### config.mk
export PLATFORM = sky130hd
export DESIGN_NAME = mem_access_ctrl
export DESIGN_NICKNAME = d
export VERILOG_FILES = /design/src/rtl/mem_access_ctrl.sv
export SDC_FILE = /design/constraint.sdc
export NUM_CORES = 1
export LEC_CHECK = 0
export BUFFER_PORTS_ARGS = -buffer_cell sky130_fd_sc_hd__buf_2
export CAP_MARGIN = 20
export CORE_MARGIN = 10
export CORE_UTILIZATION = 33
export CTS_BUF_LIST = sky130_fd_sc_hd__clkbuf_4 sky130_fd_sc_hd__clkbuf_8
export CTS_CLUSTER_DIAMETER = 120
export DETAILED_ROUTE_END_ITERATION = 8
export GPL_TIMING_DRIVEN = 0
export SYNTH_ARGS = -nofsm -noshare
export SYNTH_HDL_FRONTEND = slang
export SYNTH_SLANG_ARGS = --single-unit
### constraint.sdc
create_clock -name clk -period 4.53 [get_ports clk]
set_clock_uncertainty 0.2 [all_clocks]
set_input_delay 0.453 -clock clk [delete_from_list [all_inputs] [get_ports clk]]
set_output_delay 0.453 -clock clk [all_outputs]
set_load 0.02 [all_outputs]
### src/rtl/mem_access_ctrl.sv
// mem_access_ctrl
// Round-robin sequencer/arbiter for two memory requesters: requester 0 is
// instruction fetch, requester 1 is data load/store. It sits in front of the
// MAR / MDR / 512-word RAM subsystem. It grants one requester, latches that
// request, then steps through the MAR load, the MDR load and the RAM strobes.
// For a read it also captures the MDR output.
//
// Ports
//   clk                 system clock, all state changes on posedge
//   clr                 asynchronous active-low reset
//   rX_req/we/addr/wdata  requester X request (level), direction, address, data
//   rX_gnt              one-cycle pulse: request X accepted
//   rX_done             one-cycle pulse: access X complete
//   rdata               captured read data, held until the next capture
//   busy                high whenever the sequencer is not idle
//   bus_out/bus_drive   value driven onto the shared bus and its enable
//   MARin/MDRin         MAR and MDR load strobes
//   read/write          RAM read (MDR source = memory) and RAM write strobes
//   mdr_data            MDR output path from the memory subsystem
//
// Parameters
//   RD_CYCLES (1..7)    cycles that read+MDRin are held
//   WR_CYCLES (1..7)    cycles that write is held
module mem_access_ctrl #(
  parameter int unsigned RD_CYCLES = 1,
  parameter int unsigned WR_CYCLES = 1
) (
  input  logic        clk,
  input  logic        clr,
  input  logic        r0_req,
  input  logic        r0_we,
  input  logic [8:0]  r0_addr,
  input  logic [31:0] r0_wdata,
  output logic        r0_gnt,
  output logic        r0_done,
  input  logic        r1_req,
  input  logic        r1_we,
  input  logic [8:0]  r1_addr,
  input  logic [31:0] r1_wdata,
  output logic        r1_gnt,
  output logic        r1_done,
  output logic [31:0] rdata,
  output logic        busy,
  output logic [31:0] bus_out,
  output logic        bus_drive,
  output logic        MARin,
  output logic        MDRin,
  output logic        read,
  output logic        write,
  input  logic [31:0] mdr_data
);

  typedef enum logic [2:0] {
    S_IDLE     = 3'd0,
    S_LOAD_MAR = 3'd1,
    S_WDATA    = 3'd2,
    S_WRITE    = 3'd3,
    S_READ     = 3'd4,
    S_RCAP     = 3'd5,
    S_DONE     = 3'd6
  } state_t;

  localparam logic [2:0] RD_LAST = 3'(RD_CYCLES - 1);
  localparam logic [2:0] WR_LAST = 3'(WR_CYCLES - 1);

  state_t      state_q, state_d;
  logic [2:0]  cnt_q, cnt_d;
  logic        gsel_q, gsel_d;   // requester currently granted
  logic        last_q, last_d;   // last requester granted (tie breaker)
  logic        we_q, we_d;
  logic [8:0]  addr_q, addr_d;
  logic [31:0] wdata_q, wdata_d;
  logic [31:0] bus_out_d;

  // Next-state, grant selection and request latching.
  always_comb begin
    state_d = state_q;
    cnt_d   = 3'd0;              // the counter restarts on every state entry
    gsel_d  = gsel_q;
    last_d  = last_q;
    we_d    = we_q;
    addr_d  = addr_q;
    wdata_d = wdata_q;
    case (state_q)
      S_IDLE: begin
        if (r0_req || r1_req) begin
          // On a tie, grant the requester that did not win last time.
          if (r0_req && r1_req) begin
            gsel_d = ~last_q;
          end else begin
            gsel_d = r1_req;
          end
          last_d  = gsel_d;
          we_d    = gsel_d ? r1_we    : r0_we;
          addr_d  = gsel_d ? r1_addr  : r0_addr;
          wdata_d = gsel_d ? r1_wdata : r0_wdata;
          state_d = S_LOAD_MAR;
        end else begin
          state_d = S_IDLE;
        end
      end
      S_LOAD_MAR: begin
        if (we_q) begin
          state_d = S_WDATA;
        end else begin
          state_d = S_READ;
        end
      end
      S_WDATA: state_d = S_WRITE;
      S_WRITE: begin
        if (cnt_q == WR_LAST) begin
          state_d = S_DONE;
        end else begin
          cnt_d = cnt_q + 3'd1;
        end
      end
      S_READ: begin
        if (cnt_q == RD_LAST) begin
          state_d = S_RCAP;
        end else begin
          cnt_d = cnt_q + 3'd1;
        end
      end
      S_RCAP:  state_d = S_DONE;
      S_DONE:  state_d = S_IDLE;
      default: state_d = S_IDLE;
    endcase
  end

  // Bus value for the state being entered; the address comes from the
  // freshly latched request so it appears together with MARin.
  always_comb begin
    case (state_d)
      S_LOAD_MAR: bus_out_d = {23'd0, addr_d};
      S_WDATA:    bus_out_d = wdata_q;
      default:    bus_out_d = 32'd0;
    endcase
  end

  // FSM state plus Moore outputs, registered from the state being entered.
  always_ff @(posedge clk or negedge clr) begin
    if (!clr) begin
      state_q   <= S_IDLE;
      cnt_q     <= 3'd0;
      gsel_q    <= 1'b0;
      last_q    <= 1'b1;
      we_q      <= 1'b0;
      addr_q    <= 9'd0;
      wdata_q   <= 32'd0;
      r0_gnt    <= 1'b0;
      r1_gnt    <= 1'b0;
      r0_done   <= 1'b0;
      r1_done   <= 1'b0;
      rdata     <= 32'd0;
      busy      <= 1'b0;
      bus_out   <= 32'd0;
      bus_drive <= 1'b0;
      MARin     <= 1'b0;
      MDRin     <= 1'b0;
      read      <= 1'b0;
      write     <= 1'b0;
    end else begin
      state_q   <= state_d;
      cnt_q     <= cnt_d;
      gsel_q    <= gsel_d;
      last_q    <= last_d;
      we_q      <= we_d;
      addr_q    <= addr_d;
      wdata_q   <= wdata_d;
      r0_gnt    <= (state_d == S_LOAD_MAR) && !gsel_d;
      r1_gnt    <= (state_d == S_LOAD_MAR) &&  gsel_d;
      r0_done   <= (state_d == S_DONE) && !gsel_d;
      r1_done   <= (state_d == S_DONE) &&  gsel_d;
      busy      <= (state_d != S_IDLE);
      bus_out   <= bus_out_d;
      bus_drive <= (state_d == S_LOAD_MAR) || (state_d == S_WDATA);
      MARin     <= (state_d == S_LOAD_MAR);
      MDRin     <= (state_d == S_WDATA) || (state_d == S_READ);
      read      <= (state_d == S_READ);
      write     <= (state_d == S_WRITE);
      // mdr_data holds the RAM word during RCAP and is captured on leaving it.
      if (state_q == S_RCAP) begin
        rdata <= mdr_data;
      end else begin
        rdata <= rdata;
      end
    end
  end

endmodule

* Word-level counts from Yosys, hierarchy flattened
Index checks and enable logic that the tools add are counted.
** Operators by class
- Add/sub/neg operators :: 1
- Equality and inequality tests :: 10
- Muxes and demuxes :: 18
- Bitwise operators :: 1
- Reductions and logical operators :: 14
** Operators with widths (count)
- 32-bit one-hot mux with 2 select lines :: 1
- 32-bit two-way mux :: 1
- 9-bit two-way mux :: 3
- 3-bit one-hot mux with 6 select lines :: 1
- 3-bit two-way mux :: 5
- 3-bit by 2-bit == test with 1-bit output (second input constant) :: 4
- 3-bit == test (second input constant) :: 4
- 1-bit two-way mux :: 7
- 3-bit by 1-bit == test with 1-bit output (second input constant) :: 2
- 3-bit logical NOT :: 2
- 1-bit logical AND :: 5
- 3-bit by 1-bit adder with 3-bit output (second input constant) :: 1
- 1-bit logical OR :: 3
- 3-bit nonzero test :: 1
- 2-bit AND reduction :: 1
- 2-bit OR reduction :: 1
- 1-bit logical NOT :: 1
- 1-bit inverter :: 1
** Word-level totals
- Register bits :: 124
- Bits of input ports :: 120
- Word-level logic and storage cells :: 63

* Logic depth before layout (Yosys ltp)
- Depth in word-level cells :: 8
- Gate-level depth with buffers :: 6
- Depth with buffers taken out :: 5

* Worst setup path before layout
No wires, ideal clock.
- Path kind :: reg-to-reg
- Start point :: register state_q[2]
- End point :: register wdata_q[10]
- Arrival :: 1.225 ns
- Slack :: 2.973 ns
- Stages on the path, launching flop included :: 7
- Path through :: dfrtp_1 > buf_6 > or3_1 > buf_6 > buf_6 > o21ai_1 > o21ai_1
** On the way
- Cells in the longest elaborated chain, start to end :: 2
** Ends and longest elaborated chain
- start, declared :: line 66 : state_t state_q, state_d;
- start signal, assigned :: line 163 : state_q <= state_d;
- 3-bit logical NOT :: line 84 : case (state_q)
- 2-bit AND reduction (no source line)
- end signal, assigned :: line 169 : wdata_q <= wdata_d;
- end, declared :: line 72 : logic [31:0] wdata_q, wdata_d;
Every way passes these cells.
A chain may end at the register's enable or synchronous reset.

* Worst setup path in the final report
- Start point :: register state_q[1]
- End point :: register bus_out[3]
** On the way
- Cells in the longest elaborated chain, start to end :: 4
** Ends and longest elaborated chain
- 3-bit == test (tied with other cells) :: line 84
- 3-bit one-hot mux with 6 select lines :: line 84
- 3-bit by 2-bit == test with 1-bit output / 3-bit by 1-bit == test with 1-bit output (equally long branches) :: line 133 : case (state_d)
- 32-bit one-hot mux with 2 select lines (*) :: line 133
- named net bus_out_d[3] :: line 73 : logic [31:0] bus_out_d;
- end signal, assigned :: line 175 : bus_out <= bus_out_d;
- end, declared :: line 44 : output logic [31:0] bus_out,
The timed path passes the listed nets; every way through them passes the cells marked *.

==> flow_summary.yaml <==
status:
  status: "complete, no violations"
die:
  die_h_um: 140
  die_w_um: 140
  rows: 43
  initial_core_util_pct: 34.0
  die_area_sq_mm: 0.0196
  pin_count: 194
  core_sq_mm: 0.0140
cts:
  postCtsSetupBuffers: 0
  clock_path_buffers: 2
  cts_tree: "built"
  clk_pin_slew_worst_paths_ns: 0.07
  cts_resized: 0
  cts_made_buffers: 17
  clock-sinks: 115
  insertion_delay_ns: 0.43
  htree_levels: 4
  cts-root-buf: "clkbuf_8"
final_layout:
  n_fill_cell: 1328
  syn_to_final_growth_pct: 35.4
  post_layout_nonfiller_instances: 790
  layout_common_cells: "buf_2, dfrtp_1, o21ai_1"
  nets: 718
  drive_gt1_share_pct: 41.5
  layout_commonest_cell: "buf_2"
global_route:
  grt_usage_pct: 13.4
  grt_pass1_wl_mm: 20.9
  grt_pass1_vias: 4022
  grt_max_degree: 65
  grt_antenna_before_repair: 2
  overflow: 0
logic_synthesis:
  syn_area_per_cell_sq_um: 12.6
  async_flop_share_pct: 100
  syn_inst: 377
  synth-main-ff-cell: "dfrtp_1"
  ys_ff_latch: 115
  ys_types: 36
  mappedNetlistNets: 499
  synth-edff-count: 0
  yosysWarnings: 0
  synth.cell_area_sq_mm: 0.00476
  ys_seq_area_share_pct: 60.5
power_and_ir_drop:
  p_sw_mw: 1.52
  p_total_mw: 4.09
  powerDensity_mw_per_mm2: 635
  p_seq_share_pct: 39.0
  vdd_ir_drop_max_mv: 0.177
  pwr-share-comb_pct: 38.2
  pwr-share-clk_pct: 22.8
  p_leak_nw: 3.28
  p_sw_share_pct: 37.2
  internal_power_mw: 2.57
timing:
  maxSlewHeadroom_pct: 64.6
  setup-tns-final_ns: 0
  fmax_ghz: 0.547
  rsz0062_at_grt: "no"
  setup_violations: 0
  fin_crit_sh_pct: 40.4
  final_max_slew_viol_count: 0
  period_needed_ns: 1.83
  finalHoldViolCount: 0
  tightestPinTransition_ns: 0.530
place:
  dp_hpwl_mm: 10.1
  gp_congestion: 0.794
  placed_cells: 751
  port_buffers: 193
flow_run:
  maxCapViolCount: 0
detailed_routing:
  vias: 3584
  wl_per_cell_um: 16.6
  drc: 0
  postRouteAntennaNets: 0
  wl_mm: 13.1
  drt_pass1_iterations: 4
  viasPerCell: 4.54
  drt_first_iter_violations: 103
setup_path:
  crit_type: "reg2reg"
  cp-start-kind: "flop"
  crit_fanout: 10
  crit_path_end_kind: "flop"
  worstRegToRegCells: 4
  arrival_ns: 1.98
  required_ns: 4.68
worst_hold_path:
  min_path_cells: 2
  hold_class: "in2reg"
-- synth_stat cells, types with 3 or more instances --
cell type,n,share of area (%)
nor2b_1,3,0.39
dfrtp_1,114,60
nor2_1,6,0.47
buf_2,5,0.53
clkbuf_1,9,0.71
and2_1,23,3.0
mux2_1,32,7.6
buf_6,10,2.4
mux2i_1,44,9.3
inv_1,3,0.24
nand2_1,16,1.3
o21ai_1,75,7.9
a21oi_1,4,0.42
buf_1,3,0.24
-- cell type report --
type	instances	area [sq um]	share of cell area, %
Antenna cell	1	2.50	0.0388
Multi-Input combinational cell	228	1660	25.8
Sequential cell	115	2880	44.7
Clock inverter	13	134	2.08
Buffer	29	198	3.07
Timing Repair Buffer	200	1060	16.4
Inverter	5	18.8	0.291
Clock buffer	19	262	4.06
Tap cell	180	225	3.50
-- path summary, 6_finish.rpt --
path | from | end | slack, ns
max in group asynchronous | clr | rdata[14] | 3.11
hold reg to reg | wdata_q[15] | bus_out[15] | 0.27
hold / removal | mdr_data[21] | rdata[21] | 0.04
min in group asynchronous | clr | cnt_q[0] | 0.35
setup reg to reg | state_q[1] | bus_out[3] | 2.70
setup / recovery | state_q[1] | bus_out[3] | 2.70
-- what timing repair did --
action | in CTS | in global routing
hold buffers | 6 | 0
endpoints found under the setup margin | 0 | 0
endpoints found under the hold margin | 55 | 0
-- layer usage --
layer | wire length [um] | track usage, %
met1 | 5700 | 15.6
met2 | 6160 | 21.3
met3 | 1070 | 6.19
met4 | 201 | 5.11
met5 | 20 | 0
-- flip-flops by register name, summed over array words and instances (netlist names) --
| signal | flops |
|---|---|
| r0_gnt | 1 |
| gsel_q | 1 |
| write | 1 |
| r0_done | 1 |
| bus_drive | 1 |
| MDRin | 1 |
| bus_out | 32 |
| busy | 1 |
| we_q | 1 |
| wdata_q | 32 |
| r1_done | 1 |
| last_q | 1 |
| rdata | 32 |
| MARin | 1 |
| r1_gnt | 1 |
| read | 1 |
| state_q | 3 |
| cnt_q | 3 |
-- stage by stage --
stage	cell area, sq um	hold slack, ns	worst slack (ns)	utilization, %
6_report	6440	0.0357	2.70	46.1
5_1_grt	6440	0.00810	2.58	46.1
4_1_cts	6440	0.000169	2.64	46.0
3_5_place_dp	5980	0.247	2.45	42.8
3_3_place_gp	5950	0.256	1.44	42.5
2_1_floorplan	4760	-0.0426	2.97	-
-- power groups by stage --
stage                     sequential (mW)  combinational [mW]  clock, mW
after floorplan                      1.88               0.761          0
after CTS                            1.60                1.60      0.974
after global placement               1.60                1.56          0
after detailed placement             1.62                1.59          0
after global routing                 1.65                1.72       1.02
final                                1.60                1.56      0.935
-- worst max-delay path: stages, from the launching register on --
cell,delay (ns)
dfrtp_1,0.45
nor3_2,0.32
o21ai_2,0.23
clkbuf_1,0.32
o21ai_1,0.22
-- cells by family (layout without fill, tap and decap cells) --
logic type               Yosys count  in the layout  share of synthesized area (%)
multiplexers                      76             76                           16.8
AND/OR/NAND/NOR                   60             60                           7.49
flip-flops                       115            115                           60.5
buffers and inverters             34            266                           4.55
adder cells (fa/ha/maj)            2              2                          0.526
AO/OA/AOI/OAI                     90             90                           10.1
other                              0              1                              0
Note: power is estimated with default switching activity, not from simulation.
